### config.mk
export PLATFORM = sky130hd
export DESIGN_NAME = fifo_sync_ctrl_flat
export DESIGN_NICKNAME = d
export VERILOG_FILES = /design/src/rtl/fifo_sync_ctrl_if.sv /design/src/rtl/fifo_sync_ctrl.sv /design/src/flat_wrapper.sv
export SDC_FILE = /design/constraint.sdc
export NUM_CORES = 1
export LEC_CHECK = 0
export CAP_MARGIN = 25
export CORE_MARGIN = 4
export CORE_UTILIZATION = 35
export CTS_CLUSTER_DIAMETER = 40
export CTS_CLUSTER_SIZE = 14
export DETAILED_ROUTE_END_ITERATION = 8
export GPL_ROUTABILITY_DRIVEN = 0
export SLEW_MARGIN = 20
export SYNTH_ARGS = -nofsm -noshare
export SYNTH_HDL_FRONTEND = slang
export SYNTH_SLANG_ARGS = --single-unit
### constraint.sdc
create_clock -name i_clk -period 6.7 [get_ports i_clk]
set_input_delay 1.34 -clock i_clk [delete_from_list [all_inputs] [get_ports i_clk]]
set_output_delay 1.34 -clock i_clk [all_outputs]
set_load 0.03 [all_outputs]
### src/rtl/fifo_sync_ctrl_if.sv
// Handshake and memory-control bundle for the single-clock FIFO controller.
// The controller takes the slave view; the requesting logic takes the master view.
interface fifo_sync_ctrl_if #(
    parameter int DEPTH = 8
);
    localparam int ADDR_W = ($clog2(DEPTH) > 1) ? $clog2(DEPTH) : 1;
    localparam int CNT_W  = $clog2(DEPTH + 1);

    logic              i_flush;
    logic              i_clr_err;
    logic              i_wr;
    logic              i_rd;
    logic              o_wr_en;
    logic [ADDR_W-1:0] o_wr_addr;
    logic              o_rd_en;
    logic [ADDR_W-1:0] o_rd_addr;
    logic              o_full;
    logic              o_empty;
    logic              o_afull;
    logic              o_aempty;
    logic [CNT_W-1:0]  o_count;
    logic              o_ovf;
    logic              o_udf;

    modport master (
        output i_flush, i_clr_err, i_wr, i_rd,
        input  o_wr_en, o_wr_addr, o_rd_en, o_rd_addr,
        input  o_full, o_empty, o_afull, o_aempty, o_count, o_ovf, o_udf
    );

    modport slave (
        input  i_flush, i_clr_err, i_wr, i_rd,
        output o_wr_en, o_wr_addr, o_rd_en, o_rd_addr,
        output o_full, o_empty, o_afull, o_aempty, o_count, o_ovf, o_udf
    );
endinterface

### src/rtl/fifo_sync_ctrl.sv
// Single-clock FIFO pointer/flag/occupancy controller for an external dual-port RAM.
// Supports non-power-of-2 depth, programmable almost flags, flush and sticky errors.
module fifo_sync_ctrl #(
    parameter int DEPTH    = 8,
    parameter int AF_LEVEL = DEPTH - 1,
    parameter int AE_LEVEL = 1
) (
    input  logic i_clk,
    input  logic i_rst,
    fifo_sync_ctrl_if.slave bus
);
    localparam int ADDR_W = ($clog2(DEPTH) > 1) ? $clog2(DEPTH) : 1;
    localparam int CNT_W  = $clog2(DEPTH + 1);

    localparam logic [ADDR_W-1:0] LAST_PTR = ADDR_W'(DEPTH - 1);
    localparam logic [CNT_W-1:0]  FULL_CNT = CNT_W'(DEPTH);
    localparam logic [CNT_W-1:0]  AF_CNT   = CNT_W'(AF_LEVEL);
    localparam logic [CNT_W-1:0]  AE_CNT   = CNT_W'(AE_LEVEL);

    logic [ADDR_W-1:0] wr_ptr;
    logic [ADDR_W-1:0] rd_ptr;
    logic [CNT_W-1:0]  count;
    logic              ovf;
    logic              udf;

    logic full;
    logic empty;
    logic push_ok;
    logic pop_ok;
    logic ovf_set;
    logic udf_set;

    // Wrap explicitly at DEPTH-1 so non-power-of-2 depths never address past the RAM.
    function automatic logic [ADDR_W-1:0] next_ptr(input logic [ADDR_W-1:0] ptr);
        return (ptr == LAST_PTR) ? '0 : ptr + ADDR_W'(1);
    endfunction

    assign full  = (count == FULL_CNT);
    assign empty = (count == '0);

    assign push_ok = bus.i_wr & ~full  & ~bus.i_flush & ~i_rst;
    assign pop_ok  = bus.i_rd & ~empty & ~bus.i_flush & ~i_rst;
    assign ovf_set = bus.i_wr & full  & ~bus.i_flush;
    assign udf_set = bus.i_rd & empty & ~bus.i_flush;

    always_ff @(posedge i_clk) begin
        if (i_rst || bus.i_flush) begin
            wr_ptr <= '0;
            rd_ptr <= '0;
            count  <= '0;
        end else begin
            if (push_ok) wr_ptr <= next_ptr(wr_ptr);
            if (pop_ok)  rd_ptr <= next_ptr(rd_ptr);
            case ({push_ok, pop_ok})
                2'b10:   count <= count + CNT_W'(1);
                2'b01:   count <= count - CNT_W'(1);
                default: count <= count;
            endcase
        end
    end

    // Error flags survive flush; a set in the same cycle as a clear wins.
    always_ff @(posedge i_clk) begin
        if (i_rst) begin
            ovf <= 1'b0;
            udf <= 1'b0;
        end else begin
            if (ovf_set)            ovf <= 1'b1;
            else if (bus.i_clr_err) ovf <= 1'b0;
            if (udf_set)            udf <= 1'b1;
            else if (bus.i_clr_err) udf <= 1'b0;
        end
    end

    assign bus.o_wr_en   = push_ok;
    assign bus.o_wr_addr = wr_ptr;
    assign bus.o_rd_en   = pop_ok;
    assign bus.o_rd_addr = rd_ptr;
    assign bus.o_full    = full;
    assign bus.o_empty   = empty;
    assign bus.o_afull   = (count >= AF_CNT);
    assign bus.o_aempty  = (count <= AE_CNT);
    assign bus.o_count   = count;
    assign bus.o_ovf     = ovf;
    assign bus.o_udf     = udf;
endmodule

### src/flat_wrapper.sv
// flat-port wrapper written by rule: the top's interface ports become plain ports
module fifo_sync_ctrl_flat 
#(
    parameter int DEPTH    = 8,
    parameter int AF_LEVEL = DEPTH - 1,
    parameter int AE_LEVEL = 1
)
  (i_clk, i_rst, bus_i_flush, bus_i_clr_err, bus_i_wr, bus_i_rd, bus_o_wr_en, bus_o_wr_addr, bus_o_rd_en, bus_o_rd_addr, bus_o_full, bus_o_empty, bus_o_afull, bus_o_aempty, bus_o_count, bus_o_ovf, bus_o_udf);
  fifo_sync_ctrl_if #(.DEPTH(DEPTH)) bus_i ();
  input  logic i_clk;
  input  logic i_rst;
  input wire logic [$bits(bus_i.i_flush)-1:0] bus_i_flush;
  input wire logic [$bits(bus_i.i_clr_err)-1:0] bus_i_clr_err;
  input wire logic [$bits(bus_i.i_wr)-1:0] bus_i_wr;
  input wire logic [$bits(bus_i.i_rd)-1:0] bus_i_rd;
  output wire logic [$bits(bus_i.o_wr_en)-1:0] bus_o_wr_en;
  output wire logic [$bits(bus_i.o_wr_addr)-1:0] bus_o_wr_addr;
  output wire logic [$bits(bus_i.o_rd_en)-1:0] bus_o_rd_en;
  output wire logic [$bits(bus_i.o_rd_addr)-1:0] bus_o_rd_addr;
  output wire logic [$bits(bus_i.o_full)-1:0] bus_o_full;
  output wire logic [$bits(bus_i.o_empty)-1:0] bus_o_empty;
  output wire logic [$bits(bus_i.o_afull)-1:0] bus_o_afull;
  output wire logic [$bits(bus_i.o_aempty)-1:0] bus_o_aempty;
  output wire logic [$bits(bus_i.o_count)-1:0] bus_o_count;
  output wire logic [$bits(bus_i.o_ovf)-1:0] bus_o_ovf;
  output wire logic [$bits(bus_i.o_udf)-1:0] bus_o_udf;
  assign bus_i.i_flush = bus_i_flush;
  assign bus_i.i_clr_err = bus_i_clr_err;
  assign bus_i.i_wr = bus_i_wr;
  assign bus_i.i_rd = bus_i_rd;
  assign bus_o_wr_en = bus_i.o_wr_en;
  assign bus_o_wr_addr = bus_i.o_wr_addr;
  assign bus_o_rd_en = bus_i.o_rd_en;
  assign bus_o_rd_addr = bus_i.o_rd_addr;
  assign bus_o_full = bus_i.o_full;
  assign bus_o_empty = bus_i.o_empty;
  assign bus_o_afull = bus_i.o_afull;
  assign bus_o_aempty = bus_i.o_aempty;
  assign bus_o_count = bus_i.o_count;
  assign bus_o_ovf = bus_i.o_ovf;
  assign bus_o_udf = bus_i.o_udf;
  fifo_sync_ctrl #(.DEPTH(DEPTH), .AF_LEVEL(AF_LEVEL), .AE_LEVEL(AE_LEVEL)) u_core (.i_clk(i_clk), .i_rst(i_rst), .bus(bus_i));
endmodule
Yosys cells after proc, flatten, opt, wreduce, memory -nomap -nowiden
Cells that the tools add are included.

Add/sub/neg operators: 4. Order comparisons: 2. Equality and inequality tests: 5. Muxes and demuxes: 6. Bitwise gates (word level): 14. Reductions and logical operators: 5.

Operators by type and width (count): AND 1 bit (10); one-hot mux 4 bit (2 select lines) (1); adder 3 x 1 -> 3 bit, second input constant (2); equality test 3 bit, second input constant (2); two-way mux 3 bit (2); nonzero test 2 bit (3); adder 4 x 1 -> 4 bit, second input constant (1); equality test 4 bit, second input constant (1); greater-or-equal comparator 4 x 3 -> 1 bit, second input constant (1); <= comparator 4 x 1 -> 1 bit, second input constant (1); logical NOT 4 bit (1); NOT 1 bit (4); subtractor 4 x 1 -> 4 bit, second input constant (1); two-way mux 1 bit (3); equality test 2 x 1 -> 1 bit, second input constant (1); equality test 2 bit, second input constant (1); logical OR 1 bit (1).

Flip-flop bits (word level): 12. Input bits: 6. Output and inout bits: 18. Logic and storage cells: 41.

Longest topological paths before layout
Depth after elaboration: 7. Depth in mapped cells: 10. Gate-level depth less buffers: 9.

Worst setup path after synthesis
Ideal clock, no wire load.

Path kind: in2out. Start: input port bus_i_flush. End: output port bus_o_wr_en. Arrival: 2284 ps. Data required time: 5360 ps. Slack: 3076 ps. Stages: 4. Path buffers: 1. Cell sequence: or3b_1 or2_1 clkbuf_1 inv_1.

Longest elaborated chain between the ends: 3.

Ends and longest elaborated chain: start: declaration (RTL line flat_wrapper.sv:12) `input wire logic [$bits(bus_i.i_flush)-1:0] bus_i_flush;`; NOT 1 bit (RTL line fifo_sync_ctrl.sv:41) `assign push_ok = bus.i_wr & ~full & ~bus.i_flush & ~i_rst;`; AND 1 bit (2 in a row) (RTL line fifo_sync_ctrl.sv:41); end: declaration (RTL line flat_wrapper.sv:16) `output wire logic [$bits(bus_i.o_wr_en)-1:0] bus_o_wr_en;`.

Every way passes these cells.

Worst setup path after layout
Start: input port i_rst. End: output port bus_o_wr_en.

Longest elaborated chain between the ends: 2.

Ends and longest elaborated chain: start: declaration (RTL line flat_wrapper.sv:11) `input logic i_rst;`; NOT 1 bit (RTL line fifo_sync_ctrl.sv:41); AND 1 bit (RTL line fifo_sync_ctrl.sv:41).

Every way passes these cells.

==> flow_summary.toml <==
[route]
avgViaCountPerCell = 4.96
post_drt_wl_per_cell_um = 11.9
drc_errors = 0
vias = 620
drt_iter0_drc = 14
dr.pass1.iters = 6
totalWireLength_um = 1490
ant_nets = 0

[cts]
cts_root_buf = "clkbuf_4"
cts.sinks = 12
cts.repair.resized = 0
cts_hold_buf = 0
tritoncts = "yes"
cts_buffers = 3
h-tree-depth = 1
post_cts_buffers = 0
worstSkewPairLatency_ns = 0.27
clk_pin_slew_ns = 0.08
max-clock-path-buffers = 2

[synth]
synth_compound_area_share_pct = 15.9
synthArstFlopShare_pct = 0
synthMuxAreaShare_pct = 4.29
syn_inst = 76
synth-seq-area-share_pct = 34.3
synth_xor_area_share_pct = 2.50
synthAdderAreaFrac_pct = 14.3
synth_cell_types = 31
synth_area_leader_cell = "dfxtp_1"
synth_top_family_by_area = "simple AND/OR/NAND/NOR gates"
syn_area_um2 = 699
yosys_warnings = 0
synthSimpleGateAreaFrac_pct = 22.7
yosys_register_bits = 12
avgSynthCellArea_um2 = 9.20
ys.flop_type = "dfxtp_1"
synthTopCellsByArea = "dfxtp_1, ha_1, a21oi_1, mux2i_1, nand2b_1"
synth_nets = 90
netlist.area_leader.share_pct = 34.3
synth-edff-count = 0

[sta]
tightest_slew_ns = 0.589
rsz0062_at_grt = "false"
final-max-slew-violation-count = 0
finClkSkew_ns = 0.00397
slew_headroom_pct = 60.7
finalSetupTns_ns = 0
setup_viol = 0
max_freq_ghz = 0.214
hold_viol_final = 0
min_period_over_period_pct = 69.9
fin_crit_ns = 4.68

[worst_setup_path]
worstPathArrival_ns = 3.34
startpoint_type = "primary input"
cp_slowest_stage_delay_ns = 0.66
cp_cell_sequence = "clkdlybuf4s50_1 -> or3b_1 -> or2_1 -> inv_1 -> clkdlybuf4s50_1"
crit_type = "in2out"
required_ns = 5.36
cp-end-kind = "primary output"
worst_path_max_delay_cell = "clkdlybuf4s50_1"
crit_top_cell = "clkdlybuf4s50_1"
cp_max_fo = 9

[cells_and_area]
design_area_um2 = 978
post-route-util_pct = 54.3
syn_to_final_growth_pct = 39.9
antennaDiodeCount = 0
num-nets-final = 115
post_route_cells_drive_above_1_share_pct = 7.00

[worst_hold_path]
hold_class = "reg2reg"

[floorplanning]
num_rows = 15
start_util_pct = 38.8
pin_count = 24
core_um2 = 1800
die_area_um2 = 2780
die_h_um = 52.7
dieWidth_um = 52.7

[global_route]
grt_pass1_wl_um = 2420
grt_max_degree = 10
grt_pass1_vias = 538
antenna_found_initial = 0
grt_overflow = 0
grtUsageTotal_pct = 11.8

[power_and_ir_drop]
power_mw = 0.154
peakVddDrop_mv = 0.0830
p_leak_nw = 0.394
powerDensity_nw_per_um2 = 157

[placement]
io_buffers = 23
dp.final_hpwl_um = 1160
placed_cell_area_um2 = 942

[status]
status = "completed"

[job]
cap_violations = 0
[cells in the mapped netlist (2+ instances only)]
cell,number
o21ai_0,2
nand3b_1,2
ha_1,8
dfxtp_1,12
nand2b_1,4
nand2_1,3
or4b_1,2
mux2i_1,3
clkbuf_1,2
inv_1,6
nor2_1,4
a21oi_1,6
xor2_1,2
o31ai_1,3
[layout by cell type (no fill, tap or decap), drive strengths merged, types with 3 or more instances in the layout]
| master | n |
|---|---|
| nor2 | 4 |
| a21oi | 6 |
| inv | 6 |
| nand2 | 3 |
| mux2i | 3 |
| ha | 8 |
| nand2b | 4 |
| clkbuf | 4 |
| o31ai | 3 |
| o21ai | 3 |
| dfxtp | 12 |
| clkdlybuf4s50 | 23 |
[kinds of logic (layout without fill, tap and decap cells)]
family,Yosys count,after routing
AND/OR/NAND/NOR,25,25
AO/OA/AOI/OAI,17,17
flip-flops,12,12
buffers and inverters,9,33
adder cells (fa/ha/maj),8,8
multiplexers,3,3
XOR/XNOR,2,2
[flip-flops by register name, indices dropped and copies added, names as in the netlist]
register,flops
u_core.bus.o_wr_addr,3
u_core.bus.o_ovf,1
u_core.bus.o_count,4
u_core.bus.o_rd_addr,3
u_core.bus.o_udf,1
[area by class of cell]
class / instances / area [µm²]
fillers: 182 / 823
clock buffers: 4 / 36.3
inverters: 6 / 22.5
well taps: 25 / 31.3
multi-input cells: 55 / 418
flip-flops and latches: 12 / 240
repair buffers: 23 / 230
[critical path, delay by kind of cell]
kind | cells | cell delay, ns
buffers and inverters | 3 | 1.27
AND/OR/NAND/NOR | 2 | 0.73
[power by group]
group | total [mW] | switching (mW) | internal [mW] | leakage, nW
clock network | 0.0593 | 0.0263 | 0.0330 | 0.0210
logic | 0.0206 | 0.0112 | 0.00938 | 0.275
registers | 0.0736 | 0.00120 | 0.0724 | 0.0971
total | 0.154 | 0.0387 | 0.115 | 0.394
[per-stage QoR]
step,instances,hold slack [ns],worst slack [ns]
2_1_floorplan,76,0.591,3.08
3_3_place_gp,121,0.469,2.02
3_5_place_dp,121,0.476,2.03
4_1_cts,125,0.489,2.02
5_1_grt,125,0.511,1.91
6_report,125,0.486,2.02
[final timing paths]
path | startpoint | end | slack (ns) | cells after the start
worst max register to register | u_core.bus.o_count[0] | u_core.bus.o_count[3] | 3.91 | 9
worst max-delay path | i_rst | bus_o_wr_en | 2.02 | 5
worst min-delay path | u_core.bus.o_udf | u_core.bus.o_udf | 0.49 | 2
worst min register to register | u_core.bus.o_udf | u_core.bus.o_udf | 0.49 | 2
[per-layer routing]
metal  global-route usage, %  part of all wire [%]
met5                       0                     0
met2                    15.5                    42
met1                    17.4                    52
met4                    5.11                  0.81
met3                    3.42                   4.4
No activity file was read; power rests on OpenSTA's default activity.
